==> src/rtl/bus_pkg.sv <==
// Shared arbiter/mux definitions: state encodings, owner index width, no-owner code.
// Latency: none (types, constants and width helpers only).
// Backpressure: none.
//
// Package bus_pkg: common definitions for bus_arbiter and the shared bus mux.
// The mux uses owner index 0 for "no source" and i+1 for source i, so the
// index width must cover COUNT+1 codes.
package bus_pkg;

    // Arbiter FSM encoding. The fourth code is unused and recovers to idle.
    typedef logic [1:0] state_t;
    localparam state_t ST_IDLE  = 2'd0;
    localparam state_t ST_OWNED = 2'd1;
    localparam state_t ST_GAP   = 2'd2;

    // Owner index value meaning "nobody drives the bus".
    localparam int OWNER_NONE = 0;

    // Width of the mux owner index: codes 0..COUNT.
    function automatic int owner_w(input int count);
        return $clog2(count + 1);
    endfunction

    // Width of a source index / rotation pointer; at least one bit.
    function automatic int ptr_w(input int count);
        return (count > 1) ? $clog2(count) : 1;
    endfunction

endpackage

==> src/rtl/rr_pick.sv <==
// Round-robin pick: first requester at or above ptr, wrapping to the lowest index.
// Latency: purely combinational.
// Backpressure: none; the result follows req and ptr.
//
// Module rr_pick: the rotation pointer selects where the search starts. Sources
// at or above ptr take priority over sources below it, which gives the wrap.
module rr_pick
    import bus_pkg::*;
#(
    parameter int COUNT = 8,
    parameter int PW    = ptr_w(COUNT)
) (
    input  logic [COUNT-1:0] req_i,
    input  logic [PW-1:0]    ptr_i,
    output logic [PW-1:0]    winner_o,
    output logic             any_req_o
);

    logic          hi_found;
    logic [PW-1:0] hi_idx;
    logic [PW-1:0] lo_idx;

    // Scan high-to-low so the last hit kept is the lowest index in each window.
    always_comb begin
        hi_found = 1'b0;
        hi_idx   = '0;
        lo_idx   = '0;
        for (int j = COUNT - 1; j >= 0; j--) begin
            if (req_i[j]) begin
                lo_idx = PW'(j);
                if (j >= int'(ptr_i)) begin
                    hi_found = 1'b1;
                    hi_idx   = PW'(j);
                end
            end
        end
    end

    // No requester at or above ptr means the search wrapped to the lowest one.
    assign winner_o  = hi_found ? hi_idx : lo_idx;
    assign any_req_o = |req_i;

endmodule

==> src/rtl/bus_arbiter.sv <==
// Round-robin bus arbiter driving the mux one-hot enable, one dead cycle between owners.
// Latency: 1 clk from request sampled to enable; all outputs registered.
// Backpressure: freeze=1 holds every piece of state and output; timeout reads 0.
//
// Module bus_arbiter. Optional feature: define BUS_ARB_TIMEOUT_EN to bound the
// time one source may hold the bus while others wait (MAX_HOLD cycles). Without
// it, ownership lasts until the owner drops its request and timeout stays 0.
// reset_n asserts asynchronously; its release is expected to be synchronous to
// clk (provided by the reset controller upstream).
module bus_arbiter
    import bus_pkg::*;
#(
    parameter int  COUNT    = 8,
    parameter int  MAX_HOLD = 16,
    localparam int OW       = owner_w(COUNT)
) (
    input  logic             clk,
    input  logic             reset_n,
    input  logic [COUNT-1:0] req,
    input  logic             freeze,
    output logic [COUNT-1:0] enable,
    output logic [OW-1:0]    owner_idx,
    output logic             busy,
    output logic             timeout
);

    localparam int PW = ptr_w(COUNT);

    state_t           state_q, state_d;
    logic [PW-1:0]    ptr_q, ptr_d;
    logic [COUNT-1:0] enable_q, enable_d;
    logic [OW-1:0]    owner_q, owner_d;
    logic             busy_q, busy_d;

    logic [PW-1:0]    winner;
    logic             any_req;
    logic [PW-1:0]    ptr_next;
    logic [COUNT-1:0] winner_onehot;
    logic             owner_req;
    logic             grant;

`ifdef BUS_ARB_TIMEOUT_EN
    localparam int HW = $clog2(MAX_HOLD);

    logic [HW-1:0] hold_q, hold_d;
    logic          timeout_q, timeout_d;
    logic          other_req;
    logic          preempt;
`endif

    rr_pick #(
        .COUNT (COUNT),
        .PW    (PW)
    ) u_pick (
        .req_i     (req),
        .ptr_i     (ptr_q),
        .winner_o  (winner),
        .any_req_o (any_req)
    );

    // Next rotation start is just past the winner; with one source it stays 0.
    assign ptr_next = (winner == PW'(COUNT - 1)) ? '0 : winner + PW'(1);

    // The owner is identified by its enable bit, so no separate index register.
    assign owner_req = |(req & enable_q);

`ifdef BUS_ARB_TIMEOUT_EN
    assign other_req = |(req & ~enable_q);
`endif

    // Decode the arbitration winner into the mux enable pattern.
    always_comb begin
        winner_onehot         = '0;
        winner_onehot[winner] = 1'b1;
    end

    // FSM: arbitrate in IDLE/GAP, hold or release in OWNED, nothing moves when frozen.
    always_comb begin
        state_d  = state_q;
        ptr_d    = ptr_q;
        enable_d = enable_q;
        owner_d  = owner_q;
        busy_d   = busy_q;
        grant    = 1'b0;
`ifdef BUS_ARB_TIMEOUT_EN
        preempt  = 1'b0;
`endif
        if (!freeze) begin
            case (state_q)
                ST_IDLE, ST_GAP: begin
                    if (any_req) begin
                        state_d  = ST_OWNED;
                        ptr_d    = ptr_next;
                        enable_d = winner_onehot;
                        owner_d  = OW'(winner) + OW'(1);
                        busy_d   = 1'b1;
                        grant    = 1'b1;
                    end else begin
                        // Nothing to grant: a gap with no takers settles to idle.
                        state_d  = ST_IDLE;
                        enable_d = '0;
                        owner_d  = OW'(OWNER_NONE);
                        busy_d   = 1'b0;
                    end
                end
                ST_OWNED: begin
                    if (!owner_req) begin
                        // Owner let go; the bus goes dead for one cycle.
                        state_d  = ST_GAP;
                        enable_d = '0;
                        owner_d  = OW'(OWNER_NONE);
                        busy_d   = 1'b0;
                    end
`ifdef BUS_ARB_TIMEOUT_EN
                    else if ((hold_q == HW'(MAX_HOLD - 1)) && other_req) begin
                        // Held too long while others wait; ptr already points past
                        // this owner, so it rejoins the rotation at the back.
                        state_d  = ST_GAP;
                        enable_d = '0;
                        owner_d  = OW'(OWNER_NONE);
                        busy_d   = 1'b0;
                        preempt  = 1'b1;
                    end
`endif
                end
                default: begin
                    state_d  = ST_IDLE;
                    enable_d = '0;
                    owner_d  = OW'(OWNER_NONE);
                    busy_d   = 1'b0;
                end
            endcase
        end
    end

`ifdef BUS_ARB_TIMEOUT_EN
    // Hold counter: restarts on each grant, counts unfrozen owned cycles, saturates.
    always_comb begin
        hold_d    = hold_q;
        timeout_d = 1'b0;
        if (!freeze) begin
            if (grant) begin
                hold_d = '0;
            end else if (state_q == ST_OWNED) begin
                if (preempt) begin
                    timeout_d = 1'b1;
                end else if (hold_q != HW'(MAX_HOLD - 1)) begin
                    hold_d = hold_q + HW'(1);
                end
            end
        end
    end

    // Hold counter and timeout pulse registers.
    always_ff @(posedge clk or negedge reset_n) begin
        if (!reset_n) begin
            hold_q    <= '0;
            timeout_q <= 1'b0;
        end else begin
            hold_q    <= hold_d;
            timeout_q <= timeout_d;
        end
    end

    assign timeout = timeout_q;
`else
    assign timeout = 1'b0;
`endif

    // FSM, pointer and registered mux-facing outputs.
    always_ff @(posedge clk or negedge reset_n) begin
        if (!reset_n) begin
            state_q  <= ST_IDLE;
            ptr_q    <= '0;
            enable_q <= '0;
            owner_q  <= OW'(OWNER_NONE);
            busy_q   <= 1'b0;
        end else begin
            state_q  <= state_d;
            ptr_q    <= ptr_d;
            enable_q <= enable_d;
            owner_q  <= owner_d;
            busy_q   <= busy_d;
        end
    end

    assign enable    = enable_q;
    assign owner_idx = owner_q;
    assign busy      = busy_q;

    // The mux never sees two enables at once.
    a_onehot: assert property (@(posedge clk) disable iff (!reset_n) $onehot0(enable_q));

    // Owner index and enable always describe the same source.
    a_owner_match: assert property (@(posedge clk) disable iff (!reset_n)
        ((enable_q == '0) == (owner_q == OW'(OWNER_NONE))) && (busy_q == (enable_q != '0)));

    // Parameter legality.
    a_params: assert property (@(posedge clk) (COUNT >= 1) && (MAX_HOLD >= 2));

endmodule
==> config.mk <==
export PLATFORM = sky130hd
export DESIGN_NAME = bus_arbiter
export DESIGN_NICKNAME = d
export VERILOG_FILES = /design/src/rtl/bus_pkg.sv /design/src/rtl/rr_pick.sv /design/src/rtl/bus_arbiter.sv
export SDC_FILE = /design/constraint.sdc
export NUM_CORES = 1
export LEC_CHECK = 0
export BUFFER_PORTS_ARGS = -buffer_cell sky130_fd_sc_hd__buf_2
export CAP_MARGIN = 10
export CORE_ASPECT_RATIO = 1.75
export CORE_MARGIN = 4
export CORE_UTILIZATION = 25
export CTS_CLUSTER_DIAMETER = 80
export DETAILED_ROUTE_END_ITERATION = 10
export GPL_TIMING_DRIVEN = 1
export MAX_ROUTING_LAYER = met4
export PLACE_DENSITY_LB_ADDON = 0.3
export REMOVE_ABC_BUFFERS = 1
export SLEW_MARGIN = 20
export SYNTH_ARGS = -nofsm -noshare
export SYNTH_HDL_FRONTEND = slang
export SYNTH_SLANG_ARGS = --single-unit
==> constraint.sdc <==
create_clock -name clk -period 2.1 [get_ports clk]
set_input_delay 0.42 -clock clk [delete_from_list [all_inputs] [get_ports clk]]
set_output_delay 0.42 -clock clk [all_outputs]
set_load 0.01 [all_outputs]
==> out/results.env <==
VIASPERCELL=5.18
STDCELL_AREA_SQ_UM=1540
LAYOUT.FILLER_CELLS=407
WL_PER_CELL_UM=16.2
YOSYS_WARNINGS=0
CLK-INSERTION-DELAY-LATE_NS=0.25
DETAILROUTE.VIA_COUNT=1088
HTREE_LEVELS=1
SYNTH.CELL_AREA_SQ_UM=1020
STARTPOINT_TYPE='flip-flop'
FINAL_CELL_COUNT_NO_FILL=210
WORSTPATHBUFFERINVERTERCOUNT=2
TIMING_MAX_TRANSITION_VIOLATIONS_FINAL=0
TOTALPOWERFINAL_mW=2.11
SYNTH.DISTINCT_CELLS=42
DIE-AREA_SQ_UM=5210
FINAL_COMMON_CELL='buf_4'
PLACED_CELLS_INCL_TAPS=201
TIMING.CRITICAL_PATH.MODE_CELL='ha_4'
UNREPAIRED_SETUP_ENDPOINTS_AFTER_GLOBAL_ROUTING='true'
GRT_FIRST_PASS_WIRELENGTH_UM=5550
ANT_NETS=0
VIA_COUNT_OF_THE_FIRST_GLOBAL_ROUTING_PASS=1169
POWER_SWITCHING_SHARE_PCT=40.7
YOSYS_REGISTER_BITS=16
SETUP.WORST_PATH.END_CLASS='flip-flop'
PRE_CTS_WS_NS=-0.138
FINAL_LAYOUT_SIZE_SUFFIX_GT1_SHARE_PCT=48.8
DPL_CELL_AREA_SQ_UM=1360
WORST-PATH-MAX-FANOUT=6
MOST_FREQUENT_CELLS_IN_THE_LAYOUT='buf_4 (29), buf_2 (23), nand2_1 (15), dfrtp_1 (13), nand2b_1 (5)'
SYNTH-ASYNC-RESET-RATIO_PCT=100
VDD_DROP_MAX_V=0.000811
REQUIRED_NS=2.24
START_UTIL_PCT=26.2
GRT_ANTENNA_BEFORE_REPAIR=0
CTSLONGESTPATHBUFFERS=2
MAX_FREQ_MHz=489
DRC=0
FINAL_MIN_PERIOD_OVER_CLOCK_PERIOD_PCT=97.3
FINISH.NET_COUNT=176
NUM_IO_PINS=25
GP_CONGESTION=0.939
CRITICAL-PATH-MAX-STAGE-DELAY_NS=0.45
CLKSLEWWORSTSETUPHOLDPATHS_NS=0.07
SETUP.WORST_PATH.CLASS='flip-flop to flip-flop'
POWER.STATIC_LEAKAGE_nW=0.728
SYNTHESIS.INSTANCES=110
PWR_DENSITY_CELL_nW_PER_UM2=1370
TIMING_HOLD_VIOLATIONS_FINAL=0
DP_HPWL_UM=2560
OUTCOME='finished, final reports clean'
CRIT_PATH_LEADING_DELAY_FAMILY='compound AO/OA/AOI/OAI gates'
TNS_NS=0
OVERFLOW=0
TIMING.FINAL.SETUP_VIOLATIONS=0
CTS_TREE='built'
POWER_FRAC_CLOCK_PCT=13.1
ANTENNA_CELLS=0
YS_DOMINANT_REG_CELL='dfrtp_1'
FINALWIRELENGTH_UM=3410
PLACEABLECOREAREA_SQ_UM=3900
LAYOUT-AREA-OVERHEAD-VS-SYNTH_PCT=50.9
WORST_PATH_MAX_DELAY_CELL='dfrtp_2'
GLOBALROUTETOTALUTIL_PCT=14.4
LOGIC_PWR_SHARE_PCT=59.7
SYNTH_ENABLE_FLOP_CELLS=0
DIE_H_UM=92.5
MAXIMUM_NUMBER_OF_PINS_ON_ONE_NET_BEFORE_GLOBAL_ROUTE_REPAIR=17
CTS_INSERTED_BUFFERS=3
PLACEMENT.IO_BUFFERS=23
HOLD_PATH_CLASS='primary input to async pin'
SEQUENTIALPOWERSHARE_PCT=27.2
DR.FIRST_ITER.DRC_COUNT=25
NETSWITCHINGPOWER_mW=0.858
FINAL.MIN_CLOCK_PERIOD_NS=2.04
CTS.SINK_COUNT=16
DRV_CAP=0
POST_SYNTH.CELL_AREA_AVG_SQ_UM=9.28
TIMING.FINAL.WS_SETUP_NS=0.0558
CTS.ROOT.BUFFER_CELL='clkbuf_8'
WORSTPATHCELLLIST='buf_6 > nor2_2 > a32o_2 > a311oi_2 > o21ai_1 > and2_4 > inv_4 > ha_4 > ha_4 > a22o_1'
FINCLKSKEW_NS=0.00665
DR.PASS1.ITERS=4
CELL_INTERNAL_PWR_mW=1.25
SYNTH-SEQ-AREA-SHARE_PCT=39.2
FLOORPLAN.DIE.WIDTH_UM=56.3
PLACEMENT_ROWS=30
SETUP.REG_TO_REG.WORST_SLACK_NS=0.06
WORST_EP_ARRIVAL_NS=2.18
what timing repair did:
item,4_1_cts,5_1_grt
hold buffers,0,0
buffers inserted,4,1
gates resized for setup,11,9
setup endpoints to repair,3,6
pin swaps,7,7
stage by stage:
step | utilization, % | hold WS [ns]
after global routing | 39.5 | 0.0903
after floorplan | - | 0.124
after CTS | 38.0 | 0.0875
final | 39.5 | 0.0742
after detailed placement | 34.7 | 0.366
after global placement | 34.7 | 0.349
registers in the layout, indices dropped and copies added, names as in the netlist:
signal     flops
state_q        1
owner_idx      3
ptr_q          3
enable         8
busy           1
worst paths after layout:
check	cells past startpoint	startpoint	to
setup / recovery	10	ptr_q[2]	owner_idx[2]
hold / removal	1	reset_n	enable[4]
setup reg to reg	10	ptr_q[2]	owner_idx[2]
hold reg to reg	2	state_q[1]	state_q[1]
max in group asynchronous	1	reset_n	ptr_q[1]
min in group clk	3	freeze	state_q[1]
layer usage:
metal	track usage [%]	up-vias	wire, um
li1	-	519	-
met2	25.9	37	1830
met1	14.4	518	1290
met4	9.70	0	172
met5	-	-	0
met3	1.39	14	111
synth_stat cells (all sizes together), types with 3 or more instances:
library cell  number  area, sq um
o31ai              3         22.5
a21oi              5         28.8
a22oi              4         30.0
dfrtp             16          400
a22o               4         35.0
nand2b             6         37.5
buf                4         27.5
o21ai              4         20.0
and2               3         21.3
nand2             15         56.3
inv                3         11.3
nor2b              4         25.0
a32o               4         40.0
nor2               6         22.5
final cells by class:
cell class	instances	area [sq um]	area share, %
Timing Repair Buffer	54	364	23.6
Inverter	3	13.8	0.894
Tap cell	48	60.1	3.90
Multi-Input combinational cell	85	643	41.8
Clock buffer	4	55.1	3.57
Sequential cell	16	404	26.2
power groups by stage:
| stage | clock network [mW] | logic, mW | registers (mW) |
|---|---|---|---|
| after global routing | 0.301 | 1.38 | 0.598 |
| after detailed placement | 0 | 1.02 | 0.580 |
| after global placement | 0 | 1.01 | 0.575 |
| after floorplan | 0 | 0.505 | 0.593 |
| final | 0.276 | 1.26 | 0.573 |
| after CTS | 0.288 | 1.16 | 0.563 |
cells by family (layout without fill, tap and decap cells):
| logic type | Yosys count | count (layout) | synth area share, % |
|---|---|---|---|
| other cells | 1 | 1 | 0.367 |
| compound gates | 40 | 40 | 32.0 |
| buf+inv | 9 | 61 | 4.53 |
| flops | 16 | 16 | 39.2 |
| simple gates | 42 | 42 | 21.4 |
| fa+ha+maj | 2 | 2 | 2.45 |
No activity file was read; power rests on OpenSTA's default activity.
